==> src/rtl/mult_div_unit.sv <==
// Iterative multiply/divide unit: shift-add MULT/MULTU and restoring DIV/DIVU,
// one bit per clock, writing the HI/LO pair with a one-cycle done pulse.
module mult_div_unit #(
  parameter int unsigned WIDTH = 32
) (
  input  logic             i_clk,
  input  logic             i_reset,
  input  logic             i_start,
  input  logic [1:0]       i_op,
  input  logic [WIDTH-1:0] i_a,
  input  logic [WIDTH-1:0] i_b,
  output logic [WIDTH-1:0] o_hi,
  output logic [WIDTH-1:0] o_lo,
  output logic             o_busy,
  output logic             o_done,
  output logic             o_div_zero
);

  localparam int unsigned CW = $clog2(WIDTH);
  localparam int unsigned AW = 2 * WIDTH;

  typedef enum logic [1:0] {
    S_IDLE,
    S_CALC,
    S_FIX
  } state_e;

  state_e           state_q, state_d;
  logic [CW-1:0]    cnt_q, cnt_d;
  logic [1:0]       op_q, op_d;
  logic [WIDTH-1:0] a_q, a_d;
  logic [WIDTH-1:0] b_q, b_d;
  logic             sa_q, sa_d;
  logic             sb_q, sb_d;
  logic             bz_q, bz_d;
  logic [AW-1:0]    acc_q, acc_d;
  logic [WIDTH-1:0] hi_q, hi_d;
  logic [WIDTH-1:0] lo_q, lo_d;
  logic             busy_q, busy_d;
  logic             done_q, done_d;
  logic             dz_q, dz_d;

  // Operand magnitudes; unsigned ops never see a sign flag.
  logic             sign_a_in, sign_b_in;
  logic [WIDTH-1:0] a_mag, b_mag;
  assign sign_a_in = i_op[0] & i_a[WIDTH-1];
  assign sign_b_in = i_op[0] & i_b[WIDTH-1];
  assign a_mag     = sign_a_in ? WIDTH'(-i_a) : i_a;
  assign b_mag     = sign_b_in ? WIDTH'(-i_b) : i_b;

  // Per-iteration datapath; the divide trial includes the bit shifted out of rem.
  logic [WIDTH:0]   mul_sum;
  logic [WIDTH:0]   div_trial;
  logic [AW-1:0]    prod_neg;
  logic [WIDTH-1:0] quo, rem;
  assign mul_sum   = {1'b0, acc_q[AW-1:WIDTH]} + {1'b0, a_q};
  assign div_trial = acc_q[AW-1:WIDTH-1] - {1'b0, b_q};
  assign prod_neg  = AW'(-acc_q);
  assign quo       = acc_q[WIDTH-1:0];
  assign rem       = acc_q[AW-1:WIDTH];

  always_ff @(posedge i_clk or posedge i_reset) begin
    if (i_reset) begin
      state_q <= S_IDLE;
      cnt_q   <= '0;
      op_q    <= '0;
      a_q     <= '0;
      b_q     <= '0;
      sa_q    <= 1'b0;
      sb_q    <= 1'b0;
      bz_q    <= 1'b0;
      acc_q   <= '0;
      hi_q    <= '0;
      lo_q    <= '0;
      busy_q  <= 1'b0;
      done_q  <= 1'b0;
      dz_q    <= 1'b0;
    end else begin
      state_q <= state_d;
      cnt_q   <= cnt_d;
      op_q    <= op_d;
      a_q     <= a_d;
      b_q     <= b_d;
      sa_q    <= sa_d;
      sb_q    <= sb_d;
      bz_q    <= bz_d;
      acc_q   <= acc_d;
      hi_q    <= hi_d;
      lo_q    <= lo_d;
      busy_q  <= busy_d;
      done_q  <= done_d;
      dz_q    <= dz_d;
    end
  end

  always_comb begin
    state_d = state_q;
    cnt_d   = cnt_q;
    op_d    = op_q;
    a_d     = a_q;
    b_d     = b_q;
    sa_d    = sa_q;
    sb_d    = sb_q;
    bz_d    = bz_q;
    acc_d   = acc_q;
    hi_d    = hi_q;
    lo_d    = lo_q;
    busy_d  = busy_q;
    done_d  = 1'b0;
    dz_d    = dz_q;

    unique case (state_q)
      S_IDLE: begin
        if (i_start) begin
          op_d    = i_op;
          a_d     = a_mag;
          b_d     = b_mag;
          sa_d    = sign_a_in;
          sb_d    = sign_b_in;
          bz_d    = (i_b == '0);
          acc_d   = {{WIDTH{1'b0}}, (i_op[1] ? a_mag : b_mag)};
          cnt_d   = '0;
          busy_d  = 1'b1;
          dz_d    = 1'b0;
          state_d = S_CALC;
        end
      end
      S_CALC: begin
        if (op_q[1]) begin
          if (div_trial[WIDTH]) acc_d = {acc_q[AW-2:0], 1'b0};
          else                  acc_d = {div_trial[WIDTH-1:0], acc_q[WIDTH-2:0], 1'b1};
        end else begin
          if (acc_q[0]) acc_d = {mul_sum, acc_q[WIDTH-1:1]};
          else          acc_d = {1'b0, acc_q[AW-1:1]};
        end
        cnt_d = cnt_q + CW'(1);
        if (cnt_q == CW'(WIDTH - 1)) state_d = S_FIX;
      end
      S_FIX: begin
        if (!op_q[1]) begin
          {hi_d, lo_d} = (sa_q ^ sb_q) ? prod_neg : acc_q;
        end else if (bz_q) begin
          hi_d = sa_q ? WIDTH'(-a_q) : a_q;
          lo_d = '1;
          dz_d = 1'b1;
        end else begin
          lo_d = (sa_q ^ sb_q) ? WIDTH'(-quo) : quo;
          hi_d = sa_q ? WIDTH'(-rem) : rem;
        end
        done_d  = 1'b1;
        busy_d  = 1'b0;
        state_d = S_IDLE;
      end
      default: state_d = S_IDLE;
    endcase
  end

  assign o_hi       = hi_q;
  assign o_lo       = lo_q;
  assign o_busy     = busy_q;
  assign o_done     = done_q;
  assign o_div_zero = dz_q;

endmodule

==> config.mk <==
export PLATFORM = sky130hd
export DESIGN_NAME = mult_div_unit
export DESIGN_NICKNAME = d
export VERILOG_FILES = /design/src/rtl/mult_div_unit.sv
export SDC_FILE = /design/constraint.sdc
export NUM_CORES = 1
export LEC_CHECK = 0
export CAP_MARGIN = 20
export CORE_MARGIN = 2
export CORE_UTILIZATION = 50
export DETAILED_ROUTE_END_ITERATION = 7
export GPL_TIMING_DRIVEN = 0
export PLACE_DENSITY = 0.78
export SLEW_MARGIN = 20
export SYNTH_ARGS = -nofsm -noshare
export SYNTH_HDL_FRONTEND = slang
export SYNTH_SLANG_ARGS = --single-unit
==> constraint.sdc <==
create_clock -name i_clk -period 7.2 [get_ports i_clk]
set_input_delay 1.44 -clock i_clk [delete_from_list [all_inputs] [get_ports i_clk]]
set_output_delay 1.44 -clock i_clk [all_outputs]
set_load 0.01 [all_outputs]
==> flow_metrics.py <==
metrics = {
    "finish": {
        "nNetsFinal": 2420,
        "antenna_cells": 0,
        "drive_gt1_frac": 0.0422,
        "postLayoutCellArea_um2": 19600,
        "syn_to_final_growth_pct": 16.9,
        "fin_util": 0.589,
        "final_common_cell": "nand2_1",
        "nFillCells": 3110,
        "final_cell_mix": "nand2_1, o21ai_0, dfrtp_1, a21oi_1, nor2_1",
        "stdcell_count": 2744,
    },
    "clock_network": {
        "ctsHtreeMaxLevel": 1,
        "cts_tree": "yes",
        "root_buffer": "clkbuf_16",
        "clock_latency_ns": 0.59,
        "path_clk_slew_ns": 0.06,
        "cts.path.max_buffers": 3,
        "clock-sinks": 206,
        "postCtsSetupRepairBufs": 0,
        "cts_buffers": 25,
        "postCtsHoldBufs": 0,
        "post_cts_resized": 0,
    },
    "floorplanning": {
        "core-area_um2": 33300,
        "dieArea_um2": 35000,
        "die_h_um": 187,
        "initial_core_util": 0.504,
        "die_x_um": 187,
        "io_pins": 136,
        "rows": 67,
    },
    "routing": {
        "drc_errors": 0,
        "first_pass_iters": 7,
        "wl_um": 63500,
        "vias": 17257,
        "drt_iter0_markers": 1738,
        "vias_per_cell": 6.29,
        "wl_per_cell_um": 23.1,
        "antenna_left": 0,
    },
    "worst_setup_path": {
        "critical_path_arrival_ns": 5.60,
        "path_class": "register to register",
        "crit_path_end": "acc_q[36]$_DFFE_PP0P_",
        "worstRegToRegCells": 13,
        "cp-end-kind": "register",
        "r2r_slack_ns": 2.01,
        "reg2reg_from": "acc_q[31]$_DFFE_PP0P_",
        "path_max_fanout": 10,
        "cp-startpoint": "acc_q[31]$_DFFE_PP0P_",
        "path_cells": "inv_1, ha_1, fa_1, nand2b_1, a21oi_1, o21ai_0, a21o_1, o31ai_1, o31ai_1, xnor2_1, clkbuf_1, mux2i_1, o221ai_1",
        "r2r_end": "acc_q[36]$_DFFE_PP0P_",
        "cp_common_cell": "o31ai_1",
        "crit_slowest_cell": "xnor2_1",
        "max_stage_delay_ns": 0.75,
        "cp-start-kind": "register",
        "worst_ep_required_time_ns": 7.60,
    },
    "synth": {
        "yosysUniqueCellTypes": 77,
        "synth_top_area_share": 0.307,
        "seq_area_frac_synth": 0.307,
        "syn_area_um2": 16800,
        "synth.area.top_cells": "dfrtp_1, o21ai_0, xnor2_1",
        "synth_area_per_cell_um2": 7.93,
        "syn_inst": 2115,
        "syn_nets": 2257,
        "synth_seq_cells": 206,
        "synth_ff_type": "dfrtp_1",
        "synth_edf_count": 0,
        "yosysWarnings": 0,
        "async_flop_share": 1.00,
        "yosys.area.top_type": "dfrtp_1",
    },
    "timing": {
        "max_slew.worst_pin.slew_ns": 1.31,
        "finClkSkew_ns": 0.0375,
        "finalCritPeriodShare": 0.721,
        "timing.slew.headroom": 0.122,
        "rsz0062_at_grt": "no",
        "period_minus_slack_ns": 5.19,
        "final_max_slew_viol_count": 0,
        "finalHoldViolations": 0,
        "fmax_mhz": 193,
        "final-setup-viol-count": 0,
    },
    "status": {
        "status": "finished clean",
    },
    "job": {
        "max_cap_violations": 0,
    },
    "global_route": {
        "grtUsageMet3": 0.0745,
        "grt_antenna_before_repair": 1,
        "grt-ovfl-total": 0,
        "grt_pass1_vias": 16683,
        "grt_max_degree": 97,
        "use_met2": 0.570,
        "grt_first_pass_wirelength_um": 97500,
        "use_met1": 0.465,
        "grt_use_total": 0.359,
        "grt_most_used_layer": "met2",
    },
    "hold_path": {
        "hp-class": "register to register",
        "min_path_cells": 2,
    },
    "pwr": {
        "p_total_w": 0.0113,
        "vdd_drop_max_v": 0.000257,
        "p_leak_nw": 8.04,
        "power.density_nw_per_um2": 574,
    },
    "placement": {
        "gp_congestion": 0.994,
        "placed_area_um2": 18700,
        "hpwlAfterDp_um": 50400,
        "dp.cells": 2699,
        "io_buffers": 134,
    },
}
synthesized netlist by cell type (13+ instances only):
cell	number
a211oi_1	20
a21o_1	24
a21oi_1	191
a31oi_1	25
clkbuf_1	123
dfrtp_1	206
ha_1	71
inv_1	60
mux2i_1	74
nand2_1	265
nand2b_1	30
nand3_1	24
nand4_1	13
nor2_1	183
nor3_1	30
nor4_1	19
o211ai_1	18
o21ai_0	231
o221ai_1	29
o31ai_1	27
or3_1	22
or4_1	13
xnor2_1	121
xor2_1	112
worst min path at each step:
stage,startpoint,endpoint,slack [ns]
after floorplan,cnt_q[3]$_DFFE_PP0P_,cnt_q[3]$_DFFE_PP0P_,0.45
after global placement,o_busy$_DFFE_PP0P_,o_busy$_DFFE_PP0P_,0.46
after detailed placement,o_hi[31]$_DFFE_PP0P_,o_hi[31]$_DFFE_PP0P_,0.47
after CTS,o_hi[31]$_DFFE_PP0P_,o_hi[31]$_DFFE_PP0P_,0.48
after global routing,o_busy$_DFFE_PP0P_,o_busy$_DFFE_PP0P_,0.50
final,o_hi[31]$_DFFE_PP0P_,o_hi[31]$_DFFE_PP0P_,0.48
state kept, by name, summed over array words and instances, names as in the netlist:
signal / cells
a_q: 32
acc_q: 64
b_q: 32
bz_q: 1
cnt_q: 5
o_busy: 1
o_div_zero: 1
o_done: 1
o_hi: 32
o_lo: 32
op_q: 1
sa_q: 1
sb_q: 1
state_q: 2
final cells by class:
cell class                      count  area [µm²]  area share
Inverter                           61         236      0.0121
Tap cell                          448         561      0.0286
Clock buffer                       33         726      0.0370
Multi-Input combinational cell   1703       10800       0.552
Clock inverter                     12         134     0.00683
Buffer                            145         572      0.0292
Sequential cell                   206        5150       0.263
Timing Repair Buffer              136        1400      0.0712
metrics by stage:
| step | hold WS, ns | worst slack, ns | TNS, ns |
|---|---|---|---|
| 6_report | 0.477 | 2.01 | 0 |
| 5_1_grt | 0.503 | 1.84 | 0 |
| 4_1_cts | 0.483 | 2.09 | 0 |
| 3_5_place_dp | 0.470 | 2.15 | 0 |
| 3_3_place_gp | 0.463 | -2.60 | -528.02 |
| 2_1_floorplan | 0.449 | 0.136 | 0 |
logic make-up after synthesis:
kind of cell             count (synthesis)  synth area share
AO/OA/AOI/OAI                          648             0.232
XOR/XNOR                               233             0.122
adder cells (fa/ha/maj)                 73            0.0554
buffers and inverters                  206            0.0478
flip-flops                             206             0.307
multiplexers                            82            0.0502
AND/OR/NAND/NOR                        667             0.185
power breakdown:
group	leakage [nW]	switching (W)	internal, W
clock	0.426	0.000567	0.000783
sequential	2.56	0.000662	0.00169
combinational	5.05	0.00456	0.00299
total	8.04	0.00579	0.00547
routing by layer:
layer  up-vias  wire, µm
met2       970     28300
met4         2      3490
li1       7842         -
met1      8243     25400
met3       200      6310
met5         -        13
critical path, delay by kind of cell, from the launching register on:
kind                     cells  cell delay (ns)
flip-flops                   1             0.52
AO/OA/AOI/OAI                6             1.70
buffers and inverters        2             0.92
XOR/XNOR                     1             0.75
adder cells (fa/ha/maj)      2             0.62
multiplexers                 1             0.28
AND/OR/NAND/NOR              1             0.21
(Power assumes the default switching activity.)
